==> config.mk <==
export PLATFORM = sky130hd
export DESIGN_NAME = line_buffer_taps
export DESIGN_NICKNAME = d
export VERILOG_FILES = /design/src/rtl/line_buffer_taps.sv
export SDC_FILE = /design/constraint.sdc
export NUM_CORES = 2
export LEC_CHECK = 0
export ABC_CLOCK_PERIOD_IN_PS = 14900
export CAP_MARGIN = 20
export CORE_AREA = 2 2 654 656
export CTS_CLUSTER_DIAMETER = 80
export DETAILED_ROUTE_END_ITERATION = 10
export DIE_AREA = 0 0 656 658
export PLACE_DENSITY = 0.57
export SETUP_SLACK_MARGIN = 0.15
export SKIP_CTS_REPAIR_TIMING = 1
export SLEW_MARGIN = 20
export SYNTH_ARGS = -nofsm -noshare
export SYNTH_HDL_FRONTEND = slang
export SYNTH_MEMORY_MAX_BITS = 65536
export SYNTH_SLANG_ARGS = --single-unit
==> constraint.sdc <==
create_clock -name clk -period 14.9 [get_ports clk]
set_input_delay 4.47 -clock clk [delete_from_list [all_inputs] [get_ports clk]]
set_output_delay 4.47 -clock clk [all_outputs]
set_load 0.05 [all_outputs]
==> src/rtl/line_buffer_taps.sv <==
// Line buffer for the edge-detector datapath: stores TAPS-1 previous lines of a raster
// stream and emits one vertical TAPS-pixel column per accepted pixel once primed.
module line_buffer_taps #(
    parameter int DATA_W   = 32,
    parameter int LINE_LEN = 71,
    parameter int TAPS     = 3,
    localparam int COL_W   = $clog2(LINE_LEN)
) (
    input  logic                   clk,
    input  logic                   rst_n,
    input  logic                   flush,
    input  logic                   in_valid,
    output logic                   in_ready,
    input  logic [DATA_W-1:0]      in_data,
    output logic                   out_valid,
    input  logic                   out_ready,
    output logic [TAPS*DATA_W-1:0] out_taps,
    output logic [COL_W-1:0]       out_col,
    output logic                   out_eol
);

    localparam int ROW_W = (TAPS > 2) ? $clog2(TAPS) : 1;
    localparam logic [COL_W-1:0] LAST_COL  = COL_W'(LINE_LEN - 1);
    localparam logic [ROW_W-1:0] FULL_ROWS = ROW_W'(TAPS - 1);

    // Line stores: mem[0] holds the previous line, mem[TAPS-2] the oldest one.
    logic [DATA_W-1:0] mem [TAPS-1][LINE_LEN];

    logic [COL_W-1:0]       wr_ptr;
    logic [ROW_W-1:0]       rows_filled;
    logic [TAPS*DATA_W-1:0] column;
    logic                   accept;
    logic                   at_eol;
    logic                   primed;

    // Handshake: a transfer happens on a rising edge where valid and ready are both high.
    // in_ready is low during flush and while a column waits in the output register;
    // out_valid/out_taps/out_col/out_eol stay stable until out_ready takes the column.
    assign in_ready = !flush && (!out_valid || out_ready);
    assign accept   = in_valid && in_ready;
    assign at_eol   = (wr_ptr == LAST_COL);
    assign primed   = (rows_filled == FULL_ROWS);

    // Column is read from the stores before this pixel's write lands.
    always_comb begin
        column              = '0;
        column[DATA_W-1:0]  = in_data;
        for (int k = 0; k < TAPS - 1; k++) begin
            column[(k+1)*DATA_W +: DATA_W] = mem[k][wr_ptr];
        end
    end

    // RAM contents are deliberately not reset; priming guarantees they are rewritten first.
    always_ff @(posedge clk) begin
        if (accept) begin
            mem[0][wr_ptr] <= in_data;
            for (int k = 1; k < TAPS - 1; k++) begin
                mem[k][wr_ptr] <= mem[k-1][wr_ptr];
            end
        end
    end

    always_ff @(posedge clk or negedge rst_n) begin
        if (!rst_n) begin
            wr_ptr      <= '0;
            rows_filled <= '0;
            out_valid   <= 1'b0;
            out_taps    <= '0;
            out_col     <= '0;
            out_eol     <= 1'b0;
        end else if (flush) begin
            wr_ptr      <= '0;
            rows_filled <= '0;
            out_valid   <= 1'b0;
        end else begin
            if (out_valid && out_ready) begin
                out_valid <= 1'b0;
            end
            if (accept) begin
                wr_ptr <= at_eol ? '0 : wr_ptr + COL_W'(1);
                if (at_eol && !primed) begin
                    rows_filled <= rows_filled + ROW_W'(1);
                end
                if (primed) begin
                    out_valid <= 1'b1;
                    out_taps  <= column;
                    out_col   <= wr_ptr;
                    out_eol   <= at_eol;
                end
            end
        end
    end

endmodule

==> results.ini <==
[power]
comb_power_share_pct = 7.9
seqPwrFrac_pct = 51.4
p_per_area_nw_per_um2 = 140
ir_drop_uv = 113
swShare_pct = 23.6
power_switching_uw = 6730
leakage_uw = 0.0630
p_int_uw = 21800
clkPwrFrac_pct = 40.7
finalPower_uw = 28500

[global_route]
grt_usage_pct = 29.6
grt_max_degree = 95
grt_pass1_wl_um = 878000
antenna_found_initial = 44
overflow = 0
grt_pass1_vias = 101000

[cts]
clkSinkCount = 4658
clk_latency_ns = 1.04
cts_root_buf = clkbuf_16
clk_pin_slew_worst_paths_ns = 0.06
cts_buffer_depth = 4
tritoncts = built
htreeDepth = 5
cts_buffers = 466

[route]
viasPerCell = 6.64
initialDrtViolationCount = 19200
wl_um = 654000
ant_nets = 0
drtPass1Iterations = 10
drc = 33
vias = 106000
detail_route.wl_per_cell_um = 40.9

[sta]
fin_crit_sh_pct = 70.6
fmax_mhz = 95.1
report.final.slew_viol_count = 0
hold_viol_final = 0
setup-tns-final_ns = 0
fin_worst_skew_ns = 0.0908
post-route-min-period_ns = 10.52
fin_hold_ws_ns = 0.482
grt_setup_unrepaired = no
worst_pin_slew_ns = 1.28
relSlewSlack_pct = 14.5
setup_ws_ns = 4.38
setup_viol = 0

[min_path]
min_path_type = reg -> reg
min-delay-start = out_col[0]
hold_depth = 2
holdPathEnd = out_col[0]

[flow_run]
drv_cap = 0

[logic_synthesis]
ys_types = 76
synthArstFlopShare_pct = 2.45
synth_edf_count = 4544
yosys_register_bits = 4658
yosysWarnings = 0
synthFlopType = edfxtp_1
avgSynthCellArea_um2 = 18.8
syn_area_um2 = 178000
syn-num-nets = 9527
yosysSeqAreaShare_pct = 78.3
syn_inst = 9487

[setup_path]
critPathKind = in -> out
worst-endpoint-required_ns = 10.43
r2r-end = mem[0][2856]
crit_path_end_kind = primary output
rr_worst_depth = 13
start_kind = input port
cp_max_fo = 6
critPathArrivalTime_ns = 6.05
reg2reg_from = wr_ptr[0]
reg2reg_slack_ns = 7.83
worstSetupStartpoint = flush

[placement]
dp_hpwl_um = 361000
gp_congestion = 0.871
place_ws_ns = 4.37
portBuffers = 142

[floorplan]
core_area_um2 = 425000
start_util_pct = 41.9
ios = 143
die_w_um = 656
die_h_um = 658
rows = 240
die_area_um2 = 432000

[cells_and_area]
nFillCells = 35300
post-route-util_pct = 47.7
drive_gt1_share_pct = 18.9
final_common_cell = edfxtp_1
mostFrequentLayoutCells = edfxtp_1 (4544), clkbuf_16 (472), a221oi_1 (469)
finalNetCount = 9922
area.growth.synth_to_final_pct = 14.0

[outcome]
violations = DRC
status = finished with violations

==> cells by family (layout without fill, tap and decap cells) <==
family / count (synthesis) / count (layout) / synth area share, %
flops: 4658 / 4658 / 78.3
compound gates: 2202 / 2202 / 8.89
mux: 1063 / 1063 / 8.86
simple gates: 890 / 890 / 2.13
buf+inv: 670 / 1467 / 1.82
fa+ha+maj: 3 / 3 / 0.0211
xor+xnor: 1 / 1 / 0.00492
other cells: 0 / 24 / 0
==> synthesized netlist by cell type, types with 27 or more instances <==
master | number | share of area, %
a211oi_1 | 46 | 0.19
a21oi_1 | 399 | 1.1
a221o_1 | 74 | 0.42
a221oi_1 | 469 | 2.3
a22o_1 | 99 | 0.49
a22oi_1 | 330 | 1.4
a31oi_1 | 27 | 0.095
buf_1 | 84 | 0.18
buf_2 | 248 | 0.70
buf_4 | 83 | 0.35
clkbuf_1 | 235 | 0.50
dfrtp_1 | 114 | 1.6
edfxtp_1 | 4544 | 77
mux2_2 | 241 | 1.5
mux2i_1 | 436 | 2.5
mux4_2 | 386 | 4.9
nand2_1 | 348 | 0.73
nand3_1 | 33 | 0.093
nor2_1 | 346 | 0.73
nor2b_1 | 31 | 0.11
nor3_1 | 46 | 0.13
o211ai_1 | 37 | 0.16
o21ai_0 | 311 | 0.87
o221ai_1 | 64 | 0.31
o22ai_1 | 138 | 0.49
==> flip-flops by register name (all words and copies together) (netlist names) <==
register,flops
out_eol,1
rows_filled,2
mem,4544
out_col,7
out_taps,96
wr_ptr,7
out_valid,1
==> critical path, cell delays in order <==
cell	delay, ns
clkdlybuf4s50_1	0.52
nor2_1	0.21
clkdlybuf4s50_1	0.84
==> through the flow <==
step	cell area, µm²	std cells
after floorplan	178000	9487
after global placement	188000	15100
after detailed placement	188000	15100
after CTS	203000	16000
after global routing	203000	16000
final	203000	16000
==> routing by layer <==
metal	GRT usage (%)	vias to the layer above	share of wire (%)
met4	13.2	32	5.3
met5	0.244	-	0.054
met1	40.4	55800	37
li1	-	40300	-
met3	7.79	1552	13
met2	44.8	8458	44
==> final cells by class <==
| class | instances | area [µm²] | area share, % |
|---|---|---|---|
| antenna | 24 | 60.1 | 0.0296 |
| clock buffer | 605 | 12600 | 6.19 |
| tap | 5687 | 7120 | 3.51 |
| timing repair buffer | 590 | 4900 | 2.41 |
| inverter | 7 | 48.8 | 0.0241 |
| clock inverter | 265 | 2430 | 1.20 |
| multi-input combinational | 4159 | 36500 | 18.0 |
| sequential | 4658 | 139000 | 68.7 |
==> power by group through the flow <==
stage | combinational, µW | clock [µW] | sequential [µW]
floorplan | 1140 | 0 | 14900
global placement | 2150 | 0 | 14900
finish | 2250 | 11600 | 14700
CTS | 2190 | 11700 | 14600
global route | 2300 | 12200 | 14600
detailed placement | 2190 | 0 | 14900
==> worst max-delay path by stage <==
| stage | to | slack (ns) | depth (start not counted) |
|---|---|---|---|
| 6_report | in_ready | 4.38 | 3 |
| 5_1_grt | in_ready | 4.33 | 3 |
| 4_1_cts | in_ready | 4.36 | 3 |
| 3_5_place_dp | in_ready | 4.37 | 3 |
| 3_3_place_gp | in_ready | 4.32 | 3 |
| 2_1_floorplan | mem[0][3200] | 4.22 | 5 |
Power figures use the tool's default switching activity.
